===== src/rtl/regfile_pkg.sv =====
// regfile_pkg: shared constants and helpers for the regfile_sb register bank.
//   DATA_W_DEF / ADDR_W_DEF : default register width and address width
//   BUS_MAX_W               : widest packed port bus bus_field() can slice
//   bus_field()             : extract field k of width w from a packed bus
package regfile_pkg;

    localparam int unsigned DATA_W_DEF = 32;
    localparam int unsigned ADDR_W_DEF = 5;
    localparam int unsigned BUS_MAX_W  = 256;

    // Field k of a packed bus whose fields are w bits wide, zero-extended.
    function automatic logic [BUS_MAX_W-1:0] bus_field(input logic [BUS_MAX_W-1:0] bus,
                                                       input int unsigned          k,
                                                       input int unsigned          w);
        logic [BUS_MAX_W-1:0] mask;
        mask = (BUS_MAX_W'(1) << w) - BUS_MAX_W'(1);
        return (bus >> (k * w)) & mask;
    endfunction

endpackage


===== src/rtl/regfile_rd_port.sv =====
// regfile_rd_port: one combinational read port of regfile_sb.
//   addr      : register being read
//   mem_data  : stored value of that register
//   mem_busy  : stored pending bit of that register
//   fwd_en    : a write is committing this cycle and may be forwarded
//   wr_addr   : register being written
//   wr_data   : value being written
//   data/busy : resolved read value and pending flag
module regfile_rd_port
    import regfile_pkg::*;
#(
    parameter int unsigned DATA_W   = DATA_W_DEF,
    parameter int unsigned ADDR_W   = ADDR_W_DEF,
    parameter bit          ZERO_REG = 1'b1,
    parameter bit          BYPASS   = 1'b1
) (
    input  logic [ADDR_W-1:0] addr,
    input  logic [DATA_W-1:0] mem_data,
    input  logic              mem_busy,
    input  logic              fwd_en,
    input  logic [ADDR_W-1:0] wr_addr,
    input  logic [DATA_W-1:0] wr_data,
    output logic [DATA_W-1:0] data,
    output logic              busy
);

    always_comb begin
        data = mem_data;
        busy = mem_busy;
        if (ZERO_REG && (addr == '0)) begin
            data = '0;
            busy = 1'b0;
        end else if (BYPASS && fwd_en && (wr_addr == addr)) begin
            // The writeback clears the pending bit on this edge, so report it free now.
            data = wr_data;
            busy = 1'b0;
        end
    end

endmodule


===== src/rtl/regfile_sb.sv =====
// regfile_sb: register file with per-register busy (pending-write) scoreboard.
//   clk, rst            : clock, asynchronous active-high reset
//   rd_addr / rd_data   : N_RD packed read ports (port k at [k*W +: W])
//   rd_busy             : pending flag of each read port's register
//   wr_en/addr/data     : writeback port, clears the pending bit
//   rsv_en / rsv_addr   : reservation port, sets the pending bit
//   busy_vec / busy_cnt : registered pending bits and their count
module regfile_sb
    import regfile_pkg::*;
#(
    parameter int unsigned DATA_W   = DATA_W_DEF,
    parameter int unsigned ADDR_W   = ADDR_W_DEF,
    parameter int unsigned N_RD     = 2,
    parameter bit          ZERO_REG = 1'b1,
    parameter bit          BYPASS   = 1'b1
) (
    input  logic                   clk,
    input  logic                   rst,
    input  logic [N_RD*ADDR_W-1:0] rd_addr,
    output logic [N_RD*DATA_W-1:0] rd_data,
    output logic [N_RD-1:0]        rd_busy,
    input  logic                   wr_en,
    input  logic [ADDR_W-1:0]      wr_addr,
    input  logic [DATA_W-1:0]      wr_data,
    input  logic                   rsv_en,
    input  logic [ADDR_W-1:0]      rsv_addr,
    output logic [2**ADDR_W-1:0]   busy_vec,
    output logic [ADDR_W:0]        busy_cnt
);

    localparam int unsigned DEPTH = 2 ** ADDR_W;

    logic [DATA_W-1:0] mem_q [DEPTH];
    logic [DEPTH-1:0]  busy_q, busy_d;
    logic [ADDR_W:0]   cnt_q, cnt_d;
    logic              wr_eff, rsv_eff, fwd_en, cnt_inc, cnt_dec;

    assign wr_eff  = wr_en  && !(ZERO_REG && (wr_addr == '0));
    assign rsv_eff = rsv_en && !(ZERO_REG && (rsv_addr == '0));
    // No forwarding while in reset so the read ports show the cleared state.
    assign fwd_en  = wr_eff && !rst;

    always_ff @(posedge clk or posedge rst) begin
        if (rst) begin
            for (int i = 0; i < DEPTH; i++) begin
                mem_q[i] <= '0;
            end
        end else if (wr_eff) begin
            mem_q[wr_addr] <= wr_data;
        end
    end

    // Reserve is applied after write so a new producer wins on the same register.
    always_comb begin
        busy_d = busy_q;
        if (wr_eff) begin
            busy_d[wr_addr] = 1'b0;
        end
        if (rsv_eff) begin
            busy_d[rsv_addr] = 1'b1;
        end
    end

    // Counter only moves on real 0->1 / 1->0 transitions of a busy bit.
    always_comb begin
        cnt_inc = rsv_eff && !busy_q[rsv_addr];
        cnt_dec = wr_eff && busy_q[wr_addr] && !(rsv_eff && (rsv_addr == wr_addr));
        cnt_d   = cnt_q;
        if (cnt_inc && !cnt_dec) begin
            cnt_d = cnt_q + 1'b1;
        end else if (cnt_dec && !cnt_inc) begin
            cnt_d = cnt_q - 1'b1;
        end
    end

    always_ff @(posedge clk or posedge rst) begin
        if (rst) begin
            busy_q <= '0;
            cnt_q  <= '0;
        end else begin
            busy_q <= busy_d;
            cnt_q  <= cnt_d;
        end
    end

    assign busy_vec = busy_q;
    assign busy_cnt = cnt_q;

    for (genvar k = 0; k < N_RD; k++) begin : g_rd
        logic [ADDR_W-1:0] addr_k;

        assign addr_k = ADDR_W'(bus_field(BUS_MAX_W'(rd_addr), k, ADDR_W));

        regfile_rd_port #(
            .DATA_W   (DATA_W),
            .ADDR_W   (ADDR_W),
            .ZERO_REG (ZERO_REG),
            .BYPASS   (BYPASS)
        ) u_rd_port (
            .addr     (addr_k),
            .mem_data (mem_q[addr_k]),
            .mem_busy (busy_q[addr_k]),
            .fwd_en   (fwd_en),
            .wr_addr  (wr_addr),
            .wr_data  (wr_data),
            .data     (rd_data[k*DATA_W +: DATA_W]),
            .busy     (rd_busy[k])
        );
    end

endmodule


===== config.mk =====
export PLATFORM = sky130hd
export DESIGN_NAME = regfile_sb
export DESIGN_NICKNAME = d
export VERILOG_FILES = /design/src/rtl/regfile_pkg.sv /design/src/rtl/regfile_rd_port.sv /design/src/rtl/regfile_sb.sv
export SDC_FILE = /design/constraint.sdc
export NUM_CORES = 2
export LEC_CHECK = 0
export BUFFER_PORTS_ARGS = -buffer_cell sky130_fd_sc_hd__buf_4
export CAP_MARGIN = 20
export CELL_PAD_IN_SITES_DETAIL_PLACEMENT = 0
export CELL_PAD_IN_SITES_GLOBAL_PLACEMENT = 1
export CORE_MARGIN = 10
export CORE_UTILIZATION = 53
export DETAILED_ROUTE_END_ITERATION = 10
export PLACE_DENSITY_LB_ADDON = 0.1
export RECOVER_POWER = 50
export SLEW_MARGIN = 20
export SYNTH_ARGS = -nofsm -noshare
export SYNTH_HDL_FRONTEND = slang
export SYNTH_SLANG_ARGS = --single-unit

===== constraint.sdc =====
create_clock -name clk -period 44.6 [get_ports clk]
set_input_delay 4.46 -clock clk [delete_from_list [all_inputs] [get_ports clk]]
set_output_delay 4.46 -clock clk [all_outputs]
set_load 0.02 [all_outputs]

==> flow_metrics.py <==
metrics = {
    "drt": {
        "vias": 38700,
        "wl_per_cell_um": 35.4,
        "drt_iter0_markers": 3668,
        "drtAntennaViolNets": 0,
        "route.detailed.drc": 0,
        "first_pass_iters": 5,
        "wirelength_um": 196000,
        "viasPerCell": 6.99,
    },
    "timing": {
        "worstMarginPinSlew_ns": 8.34,
        "finalHoldViolCount": 0,
        "drv_slew": 1267,
        "fin_crit_ns": 16.68,
        "clock_skew_ns": 0.0265,
        "fmax_ghz": 0.0599,
        "maxSlewHeadroom_pct": -456,
        "grt_setup_unrepaired": "false",
        "finalCritPeriodShare_pct": 37.4,
        "tns_ns": 0,
        "setup_ws_ns": 27.92,
        "setup_viol": 0,
    },
    "die": {
        "dieWidth_um": 351,
        "dieArea_um2": 123000,
        "fp.coreArea_um2": 109000,
        "start_util_pct": 53.3,
        "ios": 160,
        "num_rows": 121,
        "fp.dieH_um": 351,
    },
    "clocking": {
        "cts_resized": 0,
        "clk_path_buf_depth": 3,
        "cts_setup_buffers": 0,
        "cts_sinks": 1062,
        "tritoncts": "yes",
        "htree_levels": 3,
        "root_buffer": "clkbuf_16",
        "clk_latency_ns": 0.73,
        "cts_made_buffers": 118,
        "postCtsHoldBufs": 0,
        "clk_pin_slew_ns": 0.06,
    },
    "global_route": {
        "grt_util_all_layers_pct": 31.9,
        "antenna_found_initial": 6,
        "grt_max_degree": 154,
        "grt_util_met3_pct": 6.56,
        "met2_usage_pct": 49.4,
        "overflow": 0,
        "grt.busiest_layer": "met2",
        "grt_pass1_vias": 39400,
        "use_met1_pct": 44.3,
        "grt_pass1_wl_um": 286000,
    },
    "power_and_ir_drop": {
        "pwr-share-comb_pct": 21.3,
        "internal_power_mw": 2.10,
        "pwr-share-clk_pct": 34.8,
        "netSwitchingFraction_pct": 28.3,
        "p_switching_uw": 831,
        "p_per_area_nw_per_um2": 46.5,
        "total_power_mw": 2.94,
        "worst_ir_drop_vdd_uv": 34.4,
        "p_leak_nw": 27.2,
        "p_seq_share_pct": 43.9,
    },
    "synth": {
        "syn_nets": 4199,
        "synth-seq-area-share_pct": 45.8,
        "yosysUniqueCellTypes": 68,
        "yosys_most_used_dff": "dfrtp_1",
        "synth.top_cells.by_count": "1062 x dfrtp_1, 1040 x mux2_2, 421 x mux4_2",
        "yosysWarnings": 0,
        "syn_avg_cell_area_um2": 14.0,
        "synth_top_area_share_pct": 45.8,
        "yosysMostFrequentCell": "dfrtp_1",
        "synth_edf_count": 0,
        "synth-async-reset-ratio_pct": 100,
        "syn_inst": 4137,
        "synth_seq_cells": 1062,
        "yosysTopAreaCell": "dfrtp_1",
        "synth.cell_area_um2": 58000,
        "synth_area_leaders": "dfrtp_1 46%, mux2_2 20%, mux4_2 16%",
    },
    "hold_path": {
        "min_path_cells": 0,
        "min_path_type": "flop to flop",
    },
    "worst_setup_path": {
        "cp_max_fo": 153,
        "path_cells": "clkbuf_4, clkinvlp_2, clkbuf_1, clkbuf_1",
        "crit_path_max_incr_delay_ns": 6.00,
        "r2r_cells": 12,
        "required_ns": 44.48,
        "cp_slowest_cell": "clkbuf_1",
        "critPathArrivalTime_ns": 16.56,
        "end_kind": "async pin",
        "start_kind": "primary input",
        "worstSetupPathType": "primary input to async pin",
        "cp_common_cell": "clkbuf_1",
    },
    "run": {
        "drv_cap": 35,
    },
    "run_status": {
        "violations": "capacitance limit, slew limit",
        "status": "finished, violations left",
    },
    "placement": {
        "port-buffer-count": 159,
        "pre_cts_ws_ns": 31.00,
        "gp_congestion": 0.818,
        "dpl.hpwl_um": 107000,
    },
    "final_layout": {
        "nNetsFinal": 4089,
        "syn_to_final_growth_pct": 8.67,
        "final_core_util_pct": 57.9,
        "layout-drive-gt1-share_pct": 45.4,
    },
}
-- critical path, delay by kind of cell --
family	cells	cell delay, ns
buf+inv	4	11.80
-- flip-flops by register name, indices dropped and copies added, names as in the netlist --
| signal | count |
|---|---|
| busy_cnt | 6 |
| busy_vec | 32 |
| mem_q | 1024 |
-- power groups by stage --
stage	Clock (mW)	Sequential, mW	Combinational (mW)
floorplan	0	1.27	0.482
global placement	0	1.29	0.622
detailed placement	0	1.30	0.631
CTS	1.03	1.28	0.633
global route	1.07	1.31	0.670
finish	1.02	1.29	0.625
-- layout make-up --
cell class | count | area [um^2]
Antenna cell | 1 | 2.50
Inverter | 7 | 27.5
Multi-Input combinational cell | 2600 | 29000
Clock inverter | 40 | 443
Sequential cell | 1062 | 26600
Fill cell | 8798 | 45800
Tap cell | 1414 | 1770
Clock buffer | 182 | 3620
Timing Repair Buffer | 238 | 1660
-- cell families (layout without fill, tap and decap cells) --
logic type	Yosys count	in the layout	synth area share (%)
multiplexers	1672	1672	40.3
flip-flops	1062	1062	45.8
AND/OR/NAND/NOR	569	569	4.72
buffers and inverters	475	467	4.44
AO/OA/AOI/OAI	333	333	4.30
XOR/XNOR	20	20	0.302
adder cells (fa/ha/maj)	6	6	0.142
other	0	1	0
-- layout by cell type (no fill, tap or decap), types with 8 or more instances in the layout --
cell | synthesis | routed
mux2_1 | 73 | 73
o22ai_1 | 124 | 124
dfrtp_1 | 1062 | 1062
nor2b_1 | 11 | 11
nand2_1 | 39 | 34
a221o_1 | 61 | 61
mux2_2 | 1040 | 1040
o221ai_1 | 58 | 58
nor3_1 | 242 | 240
mux2i_1 | 138 | 138
xnor2_1 | 9 | 9
nor2_1 | 204 | 208
nand3_1 | 12 | 12
clkbuf_16 | 0 | 122
clkbuf_1 | 208 | 82
xor2_1 | 11 | 11
o21ai_0 | 42 | 42
bufinv_16 | 0 | 8
mux4_2 | 421 | 421
clkinv_2 | 0 | 24
clkbuf_8 | 0 | 34
buf_4 | 88 | 173
-- layer usage --
layer,share of wire (%),vias to the layer above
met5,0.027,-
met3,8.1,444
li1,-,15700
met1,41,20900
met4,4.3,8
met2,46,1718
-- final timing paths --
| path | from | to | slack, ns |
|---|---|---|---|
| max | rst | mem_q[431]$_DFFE_PP0P_ | 27.92 |
| min | mem_q[1013]$_DFFE_PP0P_ | mem_q[1013]$_DFFE_PP0P_ | 0.40 |
| max reg2reg | busy_vec[11]$_DFF_PP0_ | busy_cnt[5]$_DFFE_PP0P_ | 40.83 |
| min reg2reg | mem_q[1013]$_DFFE_PP0P_ | mem_q[1013]$_DFFE_PP0P_ | 0.40 |
| max in group clk | rst | rd_data[17] | 28.88 |
| min in group asynchronous | rst | mem_q[929]$_DFFE_PP0P_ | 5.10 |
-- per-stage QoR --
stage          cells  hold slack [ns]  cell area (um^2)
3_3_place_gp    5321            0.385             59400
2_1_floorplan   4137            0.449             58000
3_5_place_dp    5321            0.388             59400
6_report        5544            0.400             63100
4_1_cts         5543            0.401             63400
5_1_grt         5544            0.406             63100
(Power assumes the default switching activity.)
